**config.mk**
```make
export PLATFORM = sky130hd
export DESIGN_NAME = muldiv_sequencer_flat
export DESIGN_NICKNAME = d
export VERILOG_FILES = /design/src/rtl/muldiv_sequencer_if.sv /design/src/rtl/muldiv_sequencer.sv /design/src/flat_wrapper.sv
export SDC_FILE = /design/constraint.sdc
export NUM_CORES = 1
export LEC_CHECK = 0
export CAP_MARGIN = 20
export CORE_MARGIN = 8
export CORE_UTILIZATION = 40
export DETAILED_ROUTE_END_ITERATION = 7
export PLACE_DENSITY = 0.73
export SLEW_MARGIN = 25
export SYNTH_ARGS = -nofsm -noshare
export SYNTH_HDL_FRONTEND = slang
export SYNTH_SLANG_ARGS = --single-unit
```
**constraint.sdc**
```tcl
create_clock -name clock -period 2.13 [get_ports clock]
set_input_delay 0.5325 -clock clock [delete_from_list [all_inputs] [get_ports clock]]
set_output_delay 0.5325 -clock clock [all_outputs]
set_load 0.01 [all_outputs]
```
**src/rtl/muldiv_sequencer_if.sv**
```systemverilog
// ============================================================================
// Module      : muldiv_sequencer_if
// Description : Handshake bundle between the control FSM, the mult/div
//               sequencer and the HI/LO commit path.
// Revision    : 1.0 - initial release
// ============================================================================
`default_nettype none

interface muldiv_sequencer_if;
    logic req;
    logic op;
    logic mult_fim;
    logic div_fim;
    logic div_zero;
    logic busy;
    logic done;
    logic mult_start;
    logic div_start;
    logic hi_sel;
    logic lo_sel;
    logic hi_write;
    logic lo_write;
    logic exc_dz;
    logic exc_timeout;

    // Controller / unit side: drives requests and unit status, observes the sequencer.
    modport master (
        output req, op, mult_fim, div_fim, div_zero,
        input  busy, done, mult_start, div_start, hi_sel, lo_sel,
               hi_write, lo_write, exc_dz, exc_timeout
    );

    // Sequencer side.
    modport slave (
        input  req, op, mult_fim, div_fim, div_zero,
        output busy, done, mult_start, div_start, hi_sel, lo_sel,
               hi_write, lo_write, exc_dz, exc_timeout
    );
endinterface

`default_nettype wire

```
**src/rtl/muldiv_sequencer.sv**
```systemverilog
// ============================================================================
// Module      : muldiv_sequencer
// Description : Starts the multiplier or divisor, waits for completion and
//               commits the result to HI/LO, flagging divide-by-zero/timeout.
// Revision    : 1.0 - initial release
// ============================================================================
`default_nettype none

module muldiv_sequencer #(
    parameter int TIMEOUT_CYCLES = 64
) (
    input  wire logic         clock,
    input  wire logic         reset,
    muldiv_sequencer_if.slave bus
);

    localparam int CNT_W = (TIMEOUT_CYCLES > 0) ? $clog2(TIMEOUT_CYCLES + 1) : 1;

    localparam logic [CNT_W-1:0] c_CNT_MAX = '1;
    localparam logic [CNT_W-1:0] c_TO_LAST =
        CNT_W'((TIMEOUT_CYCLES > 0) ? (TIMEOUT_CYCLES - 1) : 0);

    localparam logic [2:0] c_IDLE   = 3'd0;
    localparam logic [2:0] c_START  = 3'd1;
    localparam logic [2:0] c_WAIT   = 3'd2;
    localparam logic [2:0] c_COMMIT = 3'd3;
    localparam logic [2:0] c_ERR    = 3'd4;

    logic [2:0]       r_state;
    logic [2:0]       w_nextState;
    logic             r_opQ;
    logic             r_reasonDz;
    logic [CNT_W-1:0] r_waitCnt;

    logic w_fim;
    logic w_dz;
    logic w_timeout;

    // Only the selected unit is observed; div_zero is meaningless for a multiply.
    assign w_fim     = r_opQ ? bus.div_fim : bus.mult_fim;
    assign w_dz      = r_opQ & bus.div_zero;
    assign w_timeout = (TIMEOUT_CYCLES != 0) && (r_waitCnt == c_TO_LAST);

    always_comb begin
        w_nextState = r_state;
        case (r_state)
            c_IDLE:   if (bus.req) w_nextState = c_START;
            c_START:  w_nextState = c_WAIT;
            c_WAIT: begin
                if (w_dz)           w_nextState = c_ERR;
                else if (w_fim)     w_nextState = c_COMMIT;
                else if (w_timeout) w_nextState = c_ERR;
            end
            c_COMMIT: w_nextState = c_IDLE;
            c_ERR:    w_nextState = c_IDLE;
            default:  w_nextState = c_IDLE;
        endcase
    end

    always_ff @(posedge clock) begin
        if (reset) begin
            r_state    <= c_IDLE;
            r_opQ      <= 1'b0;
            r_reasonDz <= 1'b0;
            r_waitCnt  <= '0;
        end else begin
            r_state <= w_nextState;
            case (r_state)
                c_IDLE: begin
                    if (bus.req) r_opQ <= bus.op;
                end
                c_START: begin
                    r_waitCnt <= '0;
                end
                c_WAIT: begin
                    // Saturate so a disabled watchdog never wraps into a false match.
                    if (r_waitCnt != c_CNT_MAX) r_waitCnt <= r_waitCnt + 1'b1;
                    r_reasonDz <= w_dz;
                end
                default: ;
            endcase
        end
    end

    assign bus.busy        = (r_state != c_IDLE);
    assign bus.mult_start  = (r_state == c_START) & ~r_opQ;
    assign bus.div_start   = (r_state == c_START) &  r_opQ;
    assign bus.hi_sel      = (r_state != c_IDLE) & r_opQ;
    assign bus.lo_sel      = (r_state != c_IDLE) & r_opQ;
    assign bus.hi_write    = (r_state == c_COMMIT);
    assign bus.lo_write    = (r_state == c_COMMIT);
    assign bus.done        = (r_state == c_COMMIT);
    assign bus.exc_dz      = (r_state == c_ERR) &  r_reasonDz;
    assign bus.exc_timeout = (r_state == c_ERR) & ~r_reasonDz;

endmodule

`default_nettype wire

```
**src/flat_wrapper.sv**
```systemverilog
// flat-port wrapper written by rule: the top's interface ports become plain ports
module muldiv_sequencer_flat 
#(
    parameter int TIMEOUT_CYCLES = 64
)
  (clock, reset, bus_req, bus_op, bus_mult_fim, bus_div_fim, bus_div_zero, bus_busy, bus_done, bus_mult_start, bus_div_start, bus_hi_sel, bus_lo_sel, bus_hi_write, bus_lo_write, bus_exc_dz, bus_exc_timeout);
  muldiv_sequencer_if bus_i ();
  input  wire logic clock;
  input  wire logic reset;
  input wire logic [$bits(bus_i.req)-1:0] bus_req;
  input wire logic [$bits(bus_i.op)-1:0] bus_op;
  input wire logic [$bits(bus_i.mult_fim)-1:0] bus_mult_fim;
  input wire logic [$bits(bus_i.div_fim)-1:0] bus_div_fim;
  input wire logic [$bits(bus_i.div_zero)-1:0] bus_div_zero;
  output wire logic [$bits(bus_i.busy)-1:0] bus_busy;
  output wire logic [$bits(bus_i.done)-1:0] bus_done;
  output wire logic [$bits(bus_i.mult_start)-1:0] bus_mult_start;
  output wire logic [$bits(bus_i.div_start)-1:0] bus_div_start;
  output wire logic [$bits(bus_i.hi_sel)-1:0] bus_hi_sel;
  output wire logic [$bits(bus_i.lo_sel)-1:0] bus_lo_sel;
  output wire logic [$bits(bus_i.hi_write)-1:0] bus_hi_write;
  output wire logic [$bits(bus_i.lo_write)-1:0] bus_lo_write;
  output wire logic [$bits(bus_i.exc_dz)-1:0] bus_exc_dz;
  output wire logic [$bits(bus_i.exc_timeout)-1:0] bus_exc_timeout;
  assign bus_i.req = bus_req;
  assign bus_i.op = bus_op;
  assign bus_i.mult_fim = bus_mult_fim;
  assign bus_i.div_fim = bus_div_fim;
  assign bus_i.div_zero = bus_div_zero;
  assign bus_busy = bus_i.busy;
  assign bus_done = bus_i.done;
  assign bus_mult_start = bus_i.mult_start;
  assign bus_div_start = bus_i.div_start;
  assign bus_hi_sel = bus_i.hi_sel;
  assign bus_lo_sel = bus_i.lo_sel;
  assign bus_hi_write = bus_i.hi_write;
  assign bus_lo_write = bus_i.lo_write;
  assign bus_exc_dz = bus_i.exc_dz;
  assign bus_exc_timeout = bus_i.exc_timeout;
  muldiv_sequencer #(.TIMEOUT_CYCLES(TIMEOUT_CYCLES)) u_core (.clock(clock), .reset(reset), .bus(bus_i));
endmodule
```
==> impl_metrics.py <==
metrics = {
    "setup_path": {
        "worst_setup_path_start_kind": "register",
        "ff2ff_path_depth": 5,
        "endpoint": "bus_done",
        "cp_slowest_stage_delay_ns": 0.54,
        "crit_start": "u_core.r_state[0]",
        "critical_setup_path_kind": "reg -> out",
        "crit-reg2reg-capture": "u_core.r_waitCnt[5]",
        "worstPathCellList": "buf_6, and3_1, clkdlybuf4s50_1",
        "critical_path.reg2reg.startpoint": "u_core.r_state[1]",
        "arrival_ns": 1.54,
        "setup.reg_to_reg.worst_slack_ns": 0.34,
        "worst_setup_path_end_kind": "output pin",
        "cp.required_ns": 1.60,
        "path_max_fanout": 10,
        "cell_with_the_biggest_individual_delay_on_the_critical_path": "sky130_fd_sc_hd__clkdlybuf4s50_1",
    },
    "floorplan": {
        "die_area_sq_um": 3300,
        "io_pins": 17,
        "die_width_um": 57.4,
        "placeableCoreArea_sq_um": 1670,
        "fp-row-count": 15,
        "die_y_um": 57.4,
        "initial_utilization_pct": 41.1,
    },
    "placement": {
        "place.gp.congestion": 0.787,
        "placed_cells": 115,
        "count_of_input_and_output_buffers": 16,
        "place_hpwl_mm": 1.19,
    },
    "logic_synthesis": {
        "number_of_instances_in_the_synthesized_netlist": 84,
        "synth.avg_cell_area_sq_um": 8.18,
        "synth_area_leaders": "sky130_fd_sc_hd__dfxtp_1 35%, sky130_fd_sc_hd__nand3_1 5.8%, sky130_fd_sc_hd__buf_4 4.4%",
        "mappedNetlistArea_sq_um": 687,
        "synth-edff-count": 0,
        "postSynth.topFlopCell": "sky130_fd_sc_hd__dfxtp_1",
        "yosysTopAreaCellShare_pct": 35.0,
        "yosys_warn_count": 0,
        "post-synth-top-area-cell": "sky130_fd_sc_hd__dfxtp_1",
        "asyncSetResetFlopFracSynth_pct": 0,
        "netlist-cell-type-count": 31,
        "synth_nets": 92,
        "synth.ff_latch_count": 12,
        "share_of_the_yosys_chip_area_belonging_to_registers_pct": 35.0,
    },
    "global_route": {
        "grt_usage_pct": 10.9,
        "grt_start_max_net_pins": 11,
        "wire_length_of_the_first_global_routing_pass_mm": 2.80,
        "vias_in_the_first_global_route": 655,
        "antenna_violations_before_repair": 0,
        "gr-total-overflow": 0,
    },
    "pwr": {
        "p_leak_nw": 0.373,
        "power.ir.vdd_worst_mv": 0.350,
        "power-per-cell-area_nw_per_um2": 550,
        "totalPowerFinal_mw": 0.496,
    },
    "timing": {
        "worst_pin_slew_ns": 0.634,
        "hold_viol": 0,
        "final_min_period_over_clock_period_pct": 97.5,
        "finalClockSkew_ns": 0.00497,
        "finalCriticalPeriod_ns": 2.08,
        "maxClockFrequency_mhz": 481,
        "setup_viol": 0,
        "timing.final.max_slew_violations": 0,
        "grt_setup_unrepaired": "false",
        "relSlewSlack_pct": 57.3,
        "setup_total_negative_slack_ns": 0,
    },
    "layout": {
        "num-nets-final": 111,
        "final_cell_count_no_fill": 118,
        "num_antenna_cells": 0,
        "area_added_between_synthesis_and_finish_pct": 31.3,
        "multi_input_comb_area_sq_um": 402,
        "filler_cells_inserted": 153,
        "layout.core_utilization_pct": 54.0,
        "layout-drive-gt1-share_pct": 14.9,
        "ff_latch_area_sq_um": 243,
    },
    "min_path": {
        "timing.hold.worst_path_depth": 2,
        "min_path_type": "reg -> reg",
    },
    "detailed_routing": {
        "first_pass_iters": 4,
        "dr_total_vias": 671,
        "route.antenna.remaining_nets": 0,
        "vias_per_cell": 5.69,
        "drt_iter0_drc": 15,
        "routed_wirelength_mm": 1.63,
        "routedWlPerCell_um": 13.8,
        "route.detailed.drc": 0,
    },
    "clock_network": {
        "cts_hold_repair.buffers": 0,
        "clkLatencyLatePin_ns": 0.28,
        "cts_max_path_buffers": 2,
        "cts.htree.levels": 1,
        "clk_root_buffer_cell": "sky130_fd_sc_hd__clkbuf_4",
        "cts_sinks": 12,
        "cts_tree": "done",
        "path_clk_slew_ns": 0.08,
        "post_cts.repair.setup_buffers": 0,
        "cts-buffers-inserted": 3,
    },
    "outcome": {
        "outcome": "finished, final reports clean",
    },
    "run": {
        "maxCapViolations": 0,
    },
}
## state kept, by name, summed over array words and instances (netlist names)
name               flops
u_core.r_opQ           1
u_core.r_reasonDz      1
u_core.r_state         3
u_core.r_waitCnt       7
## Yosys cell counts (all sizes together), types with 3 or more instances
master,n
a21oi,5
buf,6
dfxtp,12
inv,4
nand2,6
nand3,8
nor2,5
nor2b,3
nor3,4
o21ai,5
o41ai,3
## where the power goes
group	switching, mW	internal [mW]	leakage (nW)
Sequential	0.0115	0.232	0.0982
Clock	0.0786	0.0656	0.0138
Combinational	0.0505	0.0582	0.261
Total	0.141	0.356	0.373
## timing repair
action,in CTS,in global routing
setup endpoints to repair,7,5
pin swaps,0,1
resized for setup,6,5
## cell type report
type	count	area share (%)
clock buffers	3	2.50
inverters	4	1.66
repair buffers	20	22.1
well taps	17	2.36
multi-input cells	62	44.5
flip-flops and latches	12	26.9
## kinds of logic after synthesis
| group | count (synthesis) | share of synthesized area [%] |
|---|---|---|
| AOI/OAI and AO/OA | 20 | 19.7 |
| and+or+nand+nor | 40 | 33.3 |
| buffers and inverters | 10 | 8.92 |
| xor gates and xnor gates | 1 | 1.28 |
| DFF | 12 | 35.0 |
| adders and majority gates | 1 | 1.82 |
## stage by stage
step | area (sq um) | hold WS (ns) | setup slack, ns
after global placement | 852 | 0.455 | 0.216
final | 902 | 0.467 | 0.0527
after floorplan | 687 | 0.440 | 0.540
after global routing | 902 | 0.488 | 0.00294
after detailed placement | 852 | 0.458 | 0.177
after CTS | 885 | 0.473 | 0.0164
## placed cells by master (no fill, tap or decap), types with 2 or more instances in the layout
cell type / instances
sky130_fd_sc_hd__clkdlybuf4s50_1: 11
sky130_fd_sc_hd__dfxtp_1: 10
sky130_fd_sc_hd__nand3_1: 8
sky130_fd_sc_hd__nand2_1: 6
sky130_fd_sc_hd__nor2_1: 5
sky130_fd_sc_hd__a21oi_1: 5
sky130_fd_sc_hd__inv_1: 4
sky130_fd_sc_hd__o21ai_0: 4
sky130_fd_sc_hd__o41ai_1: 3
sky130_fd_sc_hd__nor2b_1: 3
sky130_fd_sc_hd__nor3_1: 3
sky130_fd_sc_hd__clkbuf_4: 3
sky130_fd_sc_hd__dlymetal6s2s_1: 3
sky130_fd_sc_hd__buf_4: 3
sky130_fd_sc_hd__and2_1: 2
sky130_fd_sc_hd__nor4b_1: 2
sky130_fd_sc_hd__nand2b_1: 2
sky130_fd_sc_hd__o21a_1: 2
sky130_fd_sc_hd__o211ai_1: 2
sky130_fd_sc_hd__dlygate4sd2_1: 2
sky130_fd_sc_hd__dfxtp_2: 2
## critical path, delay by kind of cell, from the launching register on
family	cells	cell delay, ns
simple gates	1	0.18
buf+inv	2	0.70
flops	1	0.39
## how the worst min path moves through the flow
| stage | startpoint | end | slack [ns] |
|---|---|---|---|
| final | u_core.r_reasonDz | u_core.r_reasonDz | 0.47 |
| after floorplan | u_core.r_reasonDz | u_core.r_reasonDz | 0.44 |
| after global placement | u_core.r_reasonDz | u_core.r_reasonDz | 0.45 |
| after detailed placement | u_core.r_reasonDz | u_core.r_reasonDz | 0.46 |
| after CTS | u_core.r_reasonDz | u_core.r_reasonDz | 0.47 |
| after global routing | u_core.r_reasonDz | u_core.r_reasonDz | 0.49 |
## routing by layer
| metal | GRT usage, % | wire length (um) |
|---|---|---|
| met3 | 4.71 | 107 |
| met2 | 16.7 | 694 |
| met4 | 6.43 | 35 |
| met5 | 0 | 0 |
| met1 | 12.2 | 790 |
No activity file was read; power rests on OpenSTA's default activity.
